<file path="config.mk">
export PLATFORM = sky130hd
export DESIGN_NAME = playback_controller
export DESIGN_NICKNAME = d
export VERILOG_FILES = /design/src/rtl/playback_controller.sv
export SDC_FILE = /design/constraint.sdc
export NUM_CORES = 1
export LEC_CHECK = 0
export CAP_MARGIN = 30
export CORE_MARGIN = 10
export CORE_UTILIZATION = 44
export DETAILED_ROUTE_END_ITERATION = 10
export PLACE_DENSITY_LB_ADDON = 0.25
export RECOVER_POWER = 25
export REMOVE_ABC_BUFFERS = 1
export SLEW_MARGIN = 30
export SYNTH_ARGS = -nofsm -noshare
export SYNTH_HDL_FRONTEND = slang
export SYNTH_SLANG_ARGS = --single-unit
</file>
<file path="constraint.sdc">
create_clock -name clk -period 1.8 [get_ports clk]
set_clock_uncertainty 0.1 [all_clocks]
set_input_delay 0.27 -clock clk [delete_from_list [all_inputs] [get_ports clk]]
set_output_delay 0.27 -clock clk [all_outputs]
set_load 0.1 [all_outputs]
</file>
<file path="src/rtl/playback_controller.sv">
// Ping-pong playback scheduler. The loader fills buffer[active_buffer] while
// playback drains buffer[~active_buffer]. Block length and hold count come from
// the variable RAM; data-RAM words are streamed gaplessly to pattern_out.
module playback_controller #(
  parameter int DATA_W = 32,
  parameter int BLK_AW = 11,
  parameter int VAR_AW = 4,
  parameter int HOLD_W = 16
) (
  input  logic              clk,
  input  logic              reset,
  input  logic              start,
  input  logic              stop,
  input  logic              load_complete,
  output logic              active_buffer,
  output logic [VAR_AW-1:0] vaddr,
  input  logic [DATA_W-1:0] vdata,
  output logic [BLK_AW:0]   daddr,
  input  logic [DATA_W-1:0] ddata,
  output logic [DATA_W-1:0] pattern_out,
  output logic              pattern_valid,
  output logic              busy,
  output logic              underrun,
  output logic              overrun
);

  typedef enum logic [2:0] {
    S_IDLE, S_VARS, S_WAIT, S_PLAY, S_GAP1, S_GAP2
  } state_t;

  localparam logic [BLK_AW-1:0] WORD_ONE = {{(BLK_AW-1){1'b0}}, 1'b1};
  localparam logic [HOLD_W-1:0] HOLD_ONE = {{(HOLD_W-1){1'b0}}, 1'b1};
  localparam logic [VAR_AW-1:0] VADDR_ONE = {{(VAR_AW-1){1'b0}}, 1'b1};

  state_t              state_r, fsm_n_s, state_n_s;
  logic [1:0]          vcnt_r;
  logic [BLK_AW-1:0]   wcount_r, word_r;
  logic [HOLD_W-1:0]   hold_r, hcnt_r;
  logic [1:0]          buf_full_r, buf_full_n_s;
  logic                active_buffer_r, play_buf_s;
  logic [VAR_AW-1:0]   vaddr_r;
  logic [BLK_AW:0]     daddr_r;
  logic [DATA_W-1:0]   pattern_out_r;
  logic                pattern_valid_r, fetch_valid_r, busy_r;
  logic                underrun_r, overrun_r;
  logic                start_c_s, blk_start_c_s, underrun_c_s;
  logic                start_s, blk_start_s, underrun_set_s, overrun_set_s;
  logic                last_word_s, hold_done_s, clear_s, swap_s;

  assign play_buf_s  = ~active_buffer_r;
  assign last_word_s = (word_r == wcount_r);
  assign hold_done_s = (hcnt_r == hold_r);
  // The playback buffer is released as soon as its final address goes out.
  assign clear_s = (state_r == S_PLAY) && last_word_s &&
                   (hcnt_r == {HOLD_W{1'b0}}) && !stop;
  assign swap_s  = !stop && buf_full_r[active_buffer_r] && !buf_full_r[play_buf_s];

  // Next-state logic; stop overrides every transition and strobe.
  always_comb begin
    fsm_n_s       = state_r;
    start_c_s     = 1'b0;
    blk_start_c_s = 1'b0;
    underrun_c_s  = 1'b0;
    case (state_r)
      S_IDLE: begin
        if (start) begin
          fsm_n_s   = S_VARS;
          start_c_s = 1'b1;
        end else begin
          fsm_n_s = S_IDLE;
        end
      end
      S_VARS: begin
        if (vcnt_r == 2'd2) fsm_n_s = S_WAIT;
        else                fsm_n_s = S_VARS;
      end
      S_WAIT: begin
        if (buf_full_r[play_buf_s]) begin
          fsm_n_s       = S_PLAY;
          blk_start_c_s = 1'b1;
        end else begin
          fsm_n_s = S_WAIT;
        end
      end
      S_PLAY: begin
        if (last_word_s && hold_done_s) fsm_n_s = S_GAP1;
        else                            fsm_n_s = S_PLAY;
      end
      S_GAP1: fsm_n_s = S_GAP2;
      S_GAP2: begin
        if (buf_full_r[play_buf_s]) begin
          fsm_n_s       = S_PLAY;
          blk_start_c_s = 1'b1;
        end else begin
          fsm_n_s      = S_WAIT;
          underrun_c_s = 1'b1;
        end
      end
      default: fsm_n_s = S_IDLE;
    endcase
    state_n_s      = stop ? S_IDLE : fsm_n_s;
    start_s        = start_c_s && !stop;
    blk_start_s    = blk_start_c_s && !stop;
    underrun_set_s = underrun_c_s && !stop;
  end

  // Buffer-full bookkeeping: loader sets, playback clears, stop wipes both.
  always_comb begin
    buf_full_n_s  = buf_full_r;
    overrun_set_s = 1'b0;
    if (stop) begin
      buf_full_n_s = 2'b00;
    end else begin
      if (load_complete) begin
        if (buf_full_r[active_buffer_r]) overrun_set_s = 1'b1;
        else                             buf_full_n_s[active_buffer_r] = 1'b1;
      end else begin
        overrun_set_s = 1'b0;
      end
      buf_full_n_s[play_buf_s] = clear_s ? 1'b0 : buf_full_n_s[play_buf_s];
    end
  end

  // State, ownership and sticky status registers.
  always_ff @(posedge clk) begin
    if (reset) begin
      state_r         <= S_IDLE;
      busy_r          <= 1'b0;
      buf_full_r      <= 2'b00;
      active_buffer_r <= 1'b1;
      underrun_r      <= 1'b0;
      overrun_r       <= 1'b0;
    end else begin
      state_r    <= state_n_s;
      busy_r     <= (state_n_s != S_IDLE);
      buf_full_r <= buf_full_n_s;
      if (swap_s) active_buffer_r <= play_buf_s;
      if (underrun_set_s)  underrun_r <= 1'b1;
      else if (start_s)    underrun_r <= 1'b0;
      if (overrun_set_s)   overrun_r <= 1'b1;
      else if (start_s)    overrun_r <= 1'b0;
    end
  end

  // Variable fetch: address 0 then 1, each word latched one cycle after issue.
  always_ff @(posedge clk) begin
    if (reset) begin
      vcnt_r   <= 2'd0;
      vaddr_r  <= {VAR_AW{1'b0}};
      wcount_r <= {BLK_AW{1'b0}};
      hold_r   <= {HOLD_W{1'b0}};
    end else if (start_s) begin
      vcnt_r  <= 2'd0;
      vaddr_r <= {VAR_AW{1'b0}};
    end else if (state_r == S_VARS) begin
      vcnt_r <= vcnt_r + 2'd1;
      if (vcnt_r == 2'd0) vaddr_r  <= VADDR_ONE;
      if (vcnt_r == 2'd1) wcount_r <= vdata[BLK_AW-1:0];
      if (vcnt_r == 2'd2) hold_r   <= vdata[HOLD_W-1:0];
    end
  end

  // Address sequencer: each word address stays on daddr for HOLD+1 cycles.
  always_ff @(posedge clk) begin
    if (reset) begin
      word_r  <= {BLK_AW{1'b0}};
      hcnt_r  <= {HOLD_W{1'b0}};
      daddr_r <= {(BLK_AW+1){1'b0}};
    end else if (blk_start_s) begin
      word_r  <= {BLK_AW{1'b0}};
      hcnt_r  <= {HOLD_W{1'b0}};
      daddr_r <= {play_buf_s, {BLK_AW{1'b0}}};
    end else if ((state_r == S_PLAY) && !stop) begin
      if (hold_done_s) begin
        hcnt_r <= {HOLD_W{1'b0}};
        if (last_word_s) begin
          word_r <= {BLK_AW{1'b0}};
        end else begin
          word_r  <= word_r + WORD_ONE;
          daddr_r <= {play_buf_s, word_r + WORD_ONE};
        end
      end else begin
        hcnt_r <= hcnt_r + HOLD_ONE;
      end
    end
  end

  // Output pipeline tracking the data RAM's one-cycle read latency.
  always_ff @(posedge clk) begin
    if (reset) begin
      fetch_valid_r   <= 1'b0;
      pattern_valid_r <= 1'b0;
      pattern_out_r   <= {DATA_W{1'b0}};
    end else begin
      fetch_valid_r   <= (state_r == S_PLAY) && !stop;
      pattern_valid_r <= fetch_valid_r && !stop;
      if (fetch_valid_r && !stop) pattern_out_r <= ddata;
    end
  end

  assign active_buffer = active_buffer_r;
  assign vaddr         = vaddr_r;
  assign daddr         = daddr_r;
  assign pattern_out   = pattern_out_r;
  assign pattern_valid = pattern_valid_r;
  assign busy          = busy_r;
  assign underrun      = underrun_r;
  assign overrun       = overrun_r;

endmodule

</file>
# Word level (Yosys, flattened, before mapping)
# Index checks and enable logic that the tools add are counted.
op_classes:
  bitwise: 4
  mul: 0
  div_mod_pow: 0
  n_mux: 39
  n_addsub: 3
  n_shift: 0
  magnitude_cmp: 4
  eq_ne: 10
  reduce_logical: 33
op_table:
  columns: ["cell", "count"]
  rows:
  - ["two-way mux 12 bit", 4]
  - ["two-way mux 1 bit", 23]
  - ["adder 16 x 1 -> 16 bit (second input constant)", 1]
  - ["equality test 16 bit", 1]
  - ["zero test 16 bit", 1]
  - ["two-way mux 16 bit", 1]
  - ["case mux 3 bit (5 select lines)", 1]
  - ["logical AND 1 bit", 13]
  - ["AND reduction 3 bit", 4]
  - ["adder 11 x 1 -> 11 bit (second input constant)", 1]
  - ["equality test 11 bit", 1]
  - ["two-way mux 11 bit", 1]
  - ["two-way mux 2 bit", 4]
  - ["nonzero test 2 bit", 4]
  - ["OR reduction 2 bit", 4]
  - ["equality test 3 x 2 -> 1 bit (second input constant)", 2]
  - ["equality test 3 bit (second input constant)", 2]
  - ["two-way mux 3 bit", 2]
  - ["less-than comparator 1 x 2 -> 1 bit (second input constant)", 2]
  - ["AND reduction 2 bit", 2]
  - ["equality test 3 x 1 -> 1 bit (second input constant)", 1]
  - ["zero test 3 bit", 1]
  - ["NOT 1 bit", 3]
  - ["nonzero test 3 bit", 1]
  - ["other kinds (10)", 13]
word_totals:
  inputBits: 69
  mem_bits_ro: 0
  mem_count: 0
  out_inout_bits: 53
  ram_bits: 0
  latchBits: 0
  ff_bits: 112

# Longest topological paths before layout
# Gate-level depths: netlist of the first run.
depth:
  ltp_word: 12
  mapped_depth: 8
  mapped_depth_nobuf: 7

# Least setup slack after synthesis of the first run
# OpenSTA, ideal clock, no wires.
synth_path:
  path_type: "register to register"
  from: "register active_buffer_r, in the netlist active_buffer"
  to: "register word_r[4]"
  path_slack_ns: -0.806
  synth_period_minus_slack_ns: 2.606
  path_stages_with_launch: 9
  t_arrival_ns: 2.421
  cell_sequence: "dfxtp_1 > clkbuf_1 > mux2i_1 > a211oi_2 > nor2_2 > and2_4 > nand2b_4 > buf_6 > o31ai_2"
synth_between:
  elab_chain_len: 6
synth_lines:
  columns: ["item", "line", "rtl"]
  rows:
  - ["start: declaration", "40", "logic active_buffer_r, play_buf_s;"]
  - ["start signal: assignment", "137", "if (swap_s) active_buffer_r <= play_buf_s;"]
  - ["two-way mux 1 bit (not written as such) (2 in a row)", "78, 91", null]
  - ["two-way mux 1 bit", "78, 91", null]
  - ["two-way mux 1 bit", null, null]
  - ["logical AND 1 bit", "103", "blk_start_s = blk_start_c_s && !stop;"]
  - ["OR reduction 2 bit (no source line)", null, null]
  - ["end signal: assignment", "166", "word_r <= {BLK_AW{1'b0}};"]
  - ["end signal: assignment", "170", "word_r <= {BLK_AW{1'b0}};"]
  - ["end signal: assignment", "177", "word_r <= {BLK_AW{1'b0}};"]
  - ["end: declaration", "37", "logic [BLK_AW-1:0] wcount_r, word_r;"]
# Every way passes these cells. The select of a mux whose other input is x is not followed.
# A chain may end at the register's enable or synchronous reset.

# Worst setup path after layout of the first run
layout_path:
  from: "register hcnt_r[12]"
  to: "register daddr_r[1], in the netlist daddr[1]"
layout_between:
  elab_chain_len: 2
layout_lines:
  columns: ["item", "line", "rtl"]
  rows:
  - ["start: declaration", "38", "logic [HOLD_W-1:0] hold_r, hcnt_r;"]
  - ["start signal: assignment", "167", "hcnt_r <= {HOLD_W{1'b0}};"]
  - ["start signal: assignment", "171", "hcnt_r <= {HOLD_W{1'b0}};"]
  - ["start signal: assignment", "175", "hcnt_r <= {HOLD_W{1'b0}};"]
  - ["equality test 16 bit", "52", "assign hold_done_s = (hcnt_r == hold_r);"]
  - ["AND reduction 3 bit (no source line)", null, null]
  - ["end signal: assignment", "168", "daddr_r <= {(BLK_AW+1){1'b0}};"]
  - ["end signal: assignment", "172", "daddr_r <= {play_buf_s, {BLK_AW{1'b0}}};"]
  - ["end signal: assignment", "180", "daddr_r <= {play_buf_s, word_r + WORD_ONE};"]
  - ["end: declaration", "42", "logic [BLK_AW:0] daddr_r;"]
# Every way passes these cells.

==> impl_metrics.tcl, run 1 <==
set metrics [dict create \
    regToRegSetupSlack_ns -0.17 \
    powerDensity_nw_per_um2 604.7 \
    syn-cell-area_um2 4886 \
    placementRows 38 \
    die-height_um 125.4 \
    use_met1 0.1855 \
    via_count 4451 \
    avgRoutedWirePerCell_um 15.17 \
    cp-start-kind "flop" \
    status "finished with violations" \
    drc_errors 0 \
    max_clock_freq_mhz 508.3 \
    switchingPower_mw 1.077 \
    clk_pin_slew_ns 0.11 \
    cp.required_ns 1.97 \
    worst_pin_slew_ns 0.5674 \
    gp_congestion 0.8749 \
    synth_ff_type "dfxtp_1" \
    start_util 0.4507 \
    busiest_layer "met2" \
    async_flop_share 0 \
    diodes 0 \
    grt_start_max_net_pins 38 \
    yosys_warnings 0 \
    dieArea_um2 15720 \
    coreArea_um2 10840 \
    comb_power_share 0.086 \
    slew_violations 0 \
    first_pass_iters 6 \
    peakVddDrop_mv 0.4587 \
    syn_area_per_cell_um2 8.468 \
    final_nets 810 \
    setup_ws_ns -0.1674 \
    p_int_mw 3.180 \
    grt_use_total 0.1670 \
    clock_latency_ns 0.38 \
    p_clk_frac 0.328 \
    clock_path_buffers 2 \
    grtUsageMet3 0.08365 \
    syn2layout_area_growth_pct 44.07 \
    antenna_found_initial 0 \
    fp.dieW_um 125.4 \
    violations "negative setup slack" \
    via_per_inst 5.058 \
    cp-end-kind "flop" \
    io_buffer_count 102 \
    max_cap_violations 0 \
    p_leak_nw 2.808 \
    gr-total-overflow 0 \
    fin_crit_ns 1.967 \
    drive_above_1_share 0.2824 \
    cts_num_sinks 112 \
    finalHoldViolCount 0 \
    rsz0062_at_grt "yes" \
    place_ws_ns -0.3711 \
    hold_class "in -> reg" \
    ys_types 56 \
    ys_seq_area_frac 0.4589 \
    sw_frac_of_total 0.2530 \
    ant_nets 0 \
    wl_mm 13.35 \
    cp_max_fo 11 \
    numCtsBuffers 9 \
    critical_path_arrival_ns 2.14 \
    period_share 1.093 \
    drtIter0Drc 274 \
    hold_slack_ns 0.1861 \
    seq_power_share 0.586 \
    synth-edff-count 0 \
    grt_pass1_vias 4766 \
    cts_tree "yes" \
    ys_seq_elements 112 \
    crit_type "reg -> reg" \
    synthCells 577 \
    root_buffer "clkbuf_8" \
    dp_hpwl_mm 9.994 \
    grt.met2_usage 0.2805 \
    ios 122 \
    setup_viol 44 \
    slew_headroom 0.6234 \
    grt_pass1_wl_mm 22.36 \
    h-tree-depth 3 \
]
==> cell families (layout without fill, tap and decap cells) <==
family                   count (synthesis)  count (layout)  share of synthesized area
flip-flops                             112             112                     0.4589
AO/OA/AOI/OAI                          115             115                     0.1539
adder cells (fa/ha/maj)                  6               6                    0.01536
AND/OR/NAND/NOR                        238             239                     0.2192
XOR/XNOR                                52              52                    0.09321
buffers and inverters                   49             209                    0.05019
multiplexers                             4               4                   0.008451
other                                    1               3                  0.0007675
==> state kept, by name, indices dropped and copies added (netlist names) <==
name	cells
vaddr	1
hcnt_r	16
overrun	1
state_r	3
pattern_valid	1
word_r	11
pattern_out	32
active_buffer	1
fetch_valid_r	1
daddr	12
vcnt_r	2
busy	1
buf_full_r	2
wcount_r	11
underrun	1
hold_r	16
==> stage by stage <==
step	std cells	instance area [µm²]	utilization	setup TNS [ns]	total power, mW
floorplan	540	4686	-	-21.57	2.680
finish	880	7039	0.6494	-4.679	4.257
detailed placement	854	6958	0.6419	-10.58	2.899
global placement	854	6958	0.6419	-9.314	2.891
global route	880	7039	0.6494	-8.041	4.431
CTS	875	7317	0.6750	-4.589	4.297
==> power groups by stage <==
| stage | clock (mW) | combinational (mW) | sequential, mW |
|---|---|---|---|
| finish | 1.39 | 0.368 | 2.49 |
| global route | 1.54 | 0.394 | 2.50 |
| CTS | 1.43 | 0.367 | 2.50 |
| detailed placement | 0 | 0.346 | 2.55 |
| global placement | 0 | 0.339 | 2.55 |
| floorplan | 0 | 0.0987 | 2.58 |
==> cells in the mapped netlist, types with 5 or more instances <==
master       n  area [µm²]
nor4_1      10       62.56
a21oi_1     67       335.3
o2bb2ai_1   15       131.4
buf_6        5       56.30
nor2_1      41       153.9
xnor2_1     16       140.1
ha_1         6       75.07
nand2_1    136       510.5
o21ai_0      7       35.03
xor2_1      36       315.3
dfxtp_1    112        2242
inv_1       10       37.54
and3_1       6       37.54
buf_2        7       35.03
clkbuf_1    22       82.58
nand4_1      5       31.28
nand3_1     13       65.06
==> metal layers <==
metal / wire (µm) / up-vias
li1: - / 2236
met1: 5495 / 2085
met2: 6459 / 118
met3: 1272 / 12
met4: 120 / 0
met5: 0 / -
==> path summary, 6_finish.rpt <==
kind                                      from              to  depth (start not counted)
worst max-delay path                hcnt_r[12]        daddr[1]                          7
worst min-delay path                     reset      state_r[2]                          3
worst max register to register      hcnt_r[12]        daddr[1]                          7
worst min register to register  pattern_out[5]  pattern_out[5]                          2
==> cells in the final DEF (no fill, tap or decap), drive strengths merged, types with 13 or more instances in the layout <==
cell	n
a21oi	67
buf	104
clkbuf	37
clkdlybuf4s50	51
dfxtp	112
nand2	136
nand3	13
nor2	42
o2bb2ai	15
xnor2	16
xor2	36
==> worst max-delay path: stages, from the launching register on <==
cell and delay, ns:
dfxtp_2 0.34, xor2_1 0.16, nor4_1 0.29, nand4_1 0.15
buf_6 0.16, nand2b_4 0.15, o21a_4 0.27, a2bb2o_4 0.23
==> what timing repair did <==
item | 4_1_cts | 5_1_grt
gates resized for setup | 36 | 23
setup endpoints to repair | 44 | 69
buffers inserted | 3 | 5
endpoints found under the hold margin | 0 | 0
pin swaps | 8 | 14
cloned | 2 | 0
hold buffers | 0 | 0
==> cell type report <==
class / instances / area [µm²]
Multi-Input combinational cell: 419 / 2606
Timing Repair Buffer: 183 / 1787
Clock buffer: 9 / 123.9
Sequential cell: 112 / 2253
Clock inverter: 7 / 56.30
Fill cell: 900 / 3801
Inverter: 10 / 37.54
Tap cell: 140 / 175.2
(Power assumes the default switching activity.)
==> run 2, diff against run 1 <==
- CORE_MARGIN: 10 -> 5
- CORE_UTILIZATION: 44 -> 45
- DONT_BUFFER_PORTS: unset -> 1
==> run 2 against run 1 <==
Effect of this change: the run still ends with negative setup slack left; die area is 17% lower; worst hold slack got worse by 0.17 ns; via count fell by 1.1%; critical path type unchanged; largest cell class unchanged; largest power group unchanged.
==> impl_metrics.tcl, run 2 (same netlist as run 1, synthesis figures left out) <==
set metrics [dict create \
    syn2layout_area_growth_pct 38.69 \
    layout_commonest_cell "nand2_1" \
    io_buffer_count 0 \
    setup_viol 42 \
    via_count 4402 \
    grt_use_total 0.2034 \
    critical_path_arrival_ns 2.16 \
    grt_pass1_vias 4498 \
    crit_type "reg -> reg" \
    clk_pin_slew_ns 0.11 \
    fp.dieW_um 114.2 \
    r2r-start "hcnt_r[2]" \
    numCtsBuffers 9 \
    grt_start_max_net_pins 63 \
    dp_hpwl_mm 8.633 \
    r2r-end "daddr[9]" \
    peakVddDrop_mv 0.6960 \
    cts_tree "yes" \
    cp.required_ns 1.98 \
    drc_errors 0 \
    hold_class "in -> reg" \
    max_cap_violations 0 \
    start_util 0.4547 \
    rr_worst_depth 8 \
    coreArea_um2 10750 \
    rsz0062_at_grt "yes" \
    drive_above_1_share 0.2669 \
    p_total_mw 4.591 \
    cp-endpoint "daddr[9]" \
    final_nets 797 \
    postLayoutCoreUtil 0.6306 \
    antenna_found_initial 0 \
    gp_congestion 0.8309 \
    setup_ws_ns -0.1822 \
    cp-end-kind "flop" \
    diodes 0 \
    placementRows 38 \
    regToRegSetupSlack_ns -0.18 \
    cp-start-kind "flop" \
    drtIter0Drc 175 \
    hold_slack_ns 0.01996 \
    h-tree-depth 3 \
    p_leak_nw 2.753 \
    avgRoutedWirePerCell_um 15.00 \
    powerDensity_nw_per_um2 677.4 \
    dp.cells 796 \
    grt_pass1_wl_mm 21.27 \
    ant_nets 0 \
    period_share 1.101 \
    largest_reg_flops 32 \
    fin_cells 867 \
    cp_max_fo 7 \
    dieArea_um2 13040 \
    cts_num_sinks 112 \
    die-height_um 114.2 \
    gr-total-overflow 0 \
    critPathLaunch "hcnt_r[2]" \
    finalHoldViolCount 0 \
    root_buffer "clkbuf_8" \
    first_pass_iters 4 \
    violations "negative setup slack" \
    final_cell_mix "nand2_1 (132), buf_4 (109), dfxtp_1 (107)" \
    via_per_inst 5.077 \
    fin_crit_ns 1.982 \
    slew_violations 0 \
    finalSetupTns_ns -5.153 \
    ios 122 \
    clock_path_buffers 2 \
    wl_mm 13.00 \
    clock_latency_ns 0.39 \
    max_clock_freq_mhz 504.5 \
    status "finished with violations" \
]
-- run 2: repair_timing --
action,in CTS,in global routing
hold buffers,51,0
endpoints found under the setup margin,44,62
cloned,1,1
buffers inserted,1,1
pin swaps,12,4
endpoints found under the hold margin,66,0
resized for setup,27,23
-- run 2: through the flow --
step / instance area (µm²) / setup WS [ns]
after global placement: 5772 / -0.2296
after floorplan: 4686 / -0.6568
after CTS: 6650 / -0.1966
after global routing: 6777 / -0.2806
after detailed placement: 5772 / -0.2575
final: 6777 / -0.1822
-- run 2: per-layer routing --
metal,part of all wire,up-vias,global-route usage
met3,0.064,25,0.04757
li1,-,2206,-
met1,0.43,2049,0.2485
met4,0.027,0,0.09422
met5,0,-,0
met2,0.48,122,0.3392
-- run 2: worst min path at each step --
stage	from	to	depth (start not counted)	slack (ns)
after global routing	reset	pattern_valid	2	0.002
final	reset	pattern_valid	2	0.02
after floorplan	reset	hold_r[0]	1	0.24
after global placement	reset	pattern_out[29]	1	0.25
after CTS	reset	pattern_valid	2	0.001
after detailed placement	reset	pattern_out[29]	1	0.25
-- run 2: final cells by class --
cell class                 instances  area [µm²]
inverter                          10       37.54
fill                             906        3969
clock inverter                     7       110.1
multi-input combinational        420        2604
tap                              140       175.2
timing repair buffer             169        1478
sequential                       112        2248
clock buffer                       9       123.9
-- run 2: critical path, cell delays in order (launching register included) --
cell and delay, ns:
dfxtp_1 0.35, xor2_1 0.16, nor4_1 0.29, nand4_1 0.15
buf_6 0.16, nand2b_4 0.17, o21a_4 0.23, buf_8 0.14
o2bb2ai_1 0.12
-- run 2: report_power, final --
group | internal, mW | leakage (nW) | switching, mW
clock | 0.915 | 0.123 | 0.855
sequential | 2.49 | 0.905 | 0.00779
combinational | 0.147 | 1.73 | 0.179
==> run 3, diff against run 2 <==
- CORE_UTILIZATION: 45 -> 57
==> run 3 against run 2 <==
Effect of this change: fmax shrank 2.0%; the run still ends with negative setup slack left; final cell count down 3.6%; critical path type unchanged; sequential cell count unchanged; worst hold slack worse by 0.012 ns; largest cell class unchanged; first-iteration DRC count is 8.6% lower; global-route usage rose by 5.0 points; clock power shrank 14%.
==> impl_metrics.tcl, run 3 (same netlist as run 1, synthesis figures left out) <==
set metrics [dict create \
    clock_latency_ns 0.38 \
    die-height_um 102.6 \
    place_ws_ns -0.3246 \
    coreArea_um2 8299 \
    critical_path_arrival_ns 2.18 \
    status "finished with violations" \
    setup_viol 43 \
    cp-endpoint "word_r[5]" \
    hp-start "start" \
    rsz0062_at_grt "yes" \
    numCtsBuffers 9 \
    avgRoutedWirePerCell_um 15.52 \
    grt_pass1_wl_mm 21.46 \
    gp_congestion 0.8497 \
    dieArea_um2 10520 \
    violations "negative setup slack" \
    regToRegSetupSlack_ns -0.22 \
    critPathLaunch "hold_r[7]" \
    grt_use_total 0.2538 \
    fill_cells 516 \
    design_area_um2 6679 \
    finalHoldViolCount 0 \
    cts_num_sinks 112 \
    fin_crit_ns 2.023 \
    fin_cells 836 \
    ios 122 \
    fp.dieW_um 102.6 \
    root_buffer "clkbuf_8" \
    postLayoutCoreUtil 0.8048 \
    rr_worst_depth 8 \
    cts_tree "yes" \
    drc_errors 0 \
    clock_path_buffers 2 \
    h-tree-depth 3 \
    start_util 0.5887 \
    seq_area_um2 2251 \
    grt_start_max_net_pins 63 \
    via_count 4529 \
    placed_area_um2 5728 \
    dp.cells 761 \
    hold_slack_ns 0.008147 \
    max_clock_freq_mhz 494.4 \
    cp_max_fo 11 \
    largest_reg_flops 32 \
    layout_commonest_cell "nand2_1" \
    slew_violations 0 \
    final_nets 801 \
    drtIter0Drc 160 \
    r2r-end "word_r[5]" \
    placementRows 33 \
    period_share 1.124 \
    multiInputGateArea_um2 2532 \
    cp-start-kind "flop" \
    syn2layout_area_growth_pct 36.70 \
    setup_ws_ns -0.2226 \
    via_per_inst 5.417 \
    cp-end-kind "flop" \
    antenna_found_initial 0 \
    crit_type "reg -> reg" \
    io_buffer_count 0 \
    peakVddDrop_mv 0.4500 \
    cp.required_ns 1.96 \
    hold_class "in -> reg" \
    drive_above_1_share 0.2640 \
    p_leak_nw 2.753 \
    clk_pin_slew_ns 0.11 \
    diodes 0 \
    dp_hpwl_mm 8.315 \
    gr-total-overflow 0 \
    r2r-start "hold_r[7]" \
    powerDensity_nw_per_um2 653.4 \
    max_cap_violations 0 \
    first_pass_iters 5 \
    final_cell_mix "nand2_1 (134), buf_4 (111), dfxtp_1 (105)" \
    wl_mm 12.97 \
    grt_pass1_vias 4681 \
    ant_nets 0 \
]
==> run 3: where the power goes <==
group          total (mW)  switching, mW  internal, mW
combinational       0.338          0.181         0.158
clock                1.53          0.874         0.660
sequential           2.49        0.00595          2.49
==> run 3: how the worst min path moves through the flow <==
stage                       to  slack, ns  depth (start not counted)
6_report                  busy      0.008                          2
3_5_place_dp   pattern_out[24]       0.25                          1
4_1_cts                   busy       0.01                          2
2_1_floorplan        hold_r[0]       0.24                          1
5_1_grt              vcnt_r[1]       0.02                          2
3_3_place_gp   pattern_out[24]       0.24                          1
==> run 3: through the flow <==
| step | setup TNS (ns) | total power [mW] |
|---|---|---|
| after floorplan | -21.57 | 2.680 |
| after global placement | -8.859 | 2.730 |
| after detailed placement | -9.561 | 2.734 |
| after CTS | -7.501 | 4.369 |
| after global routing | -11.07 | 4.521 |
| final | -6.651 | 4.364 |
==> run 3: area by class of cell <==
type,count,area share
multi-input cells,419,0.3792
flip-flops and latches,112,0.3370
repair buffers,174,0.2287
well taps,105,0.01967
clock buffers,9,0.01855
clock inverters,7,0.01124
inverters,10,0.005620
==> run 3: worst max-delay path, cell delays in order, from the launching register on <==
cell and delay (ns):
dfxtp_1 0.34, xor2_1 0.15, nor4_2 0.31, nand4_1 0.18
buf_6 0.17, o31ai_4 0.27, buf_12 0.17, a21boi_2 0.14
o22ai_1 0.08
==> run 3: repair_timing <==
item,in CTS,in global routing
cloned,2,0
hold buffers,50,0
pin swaps,9,8
buffers inserted,5,2
gates resized for setup,24,22
endpoints found under the setup margin,44,54
hold endpoints to repair,65,0
==> run 3: per-layer routing <==
layer	up-vias	routed length [µm]	track usage
met5	-	0	0
li1	2215	-	-
met2	152	6435	0.4409
met4	0	197	0.08375
met1	2140	5281	0.3036
met3	22	1058	0.06901
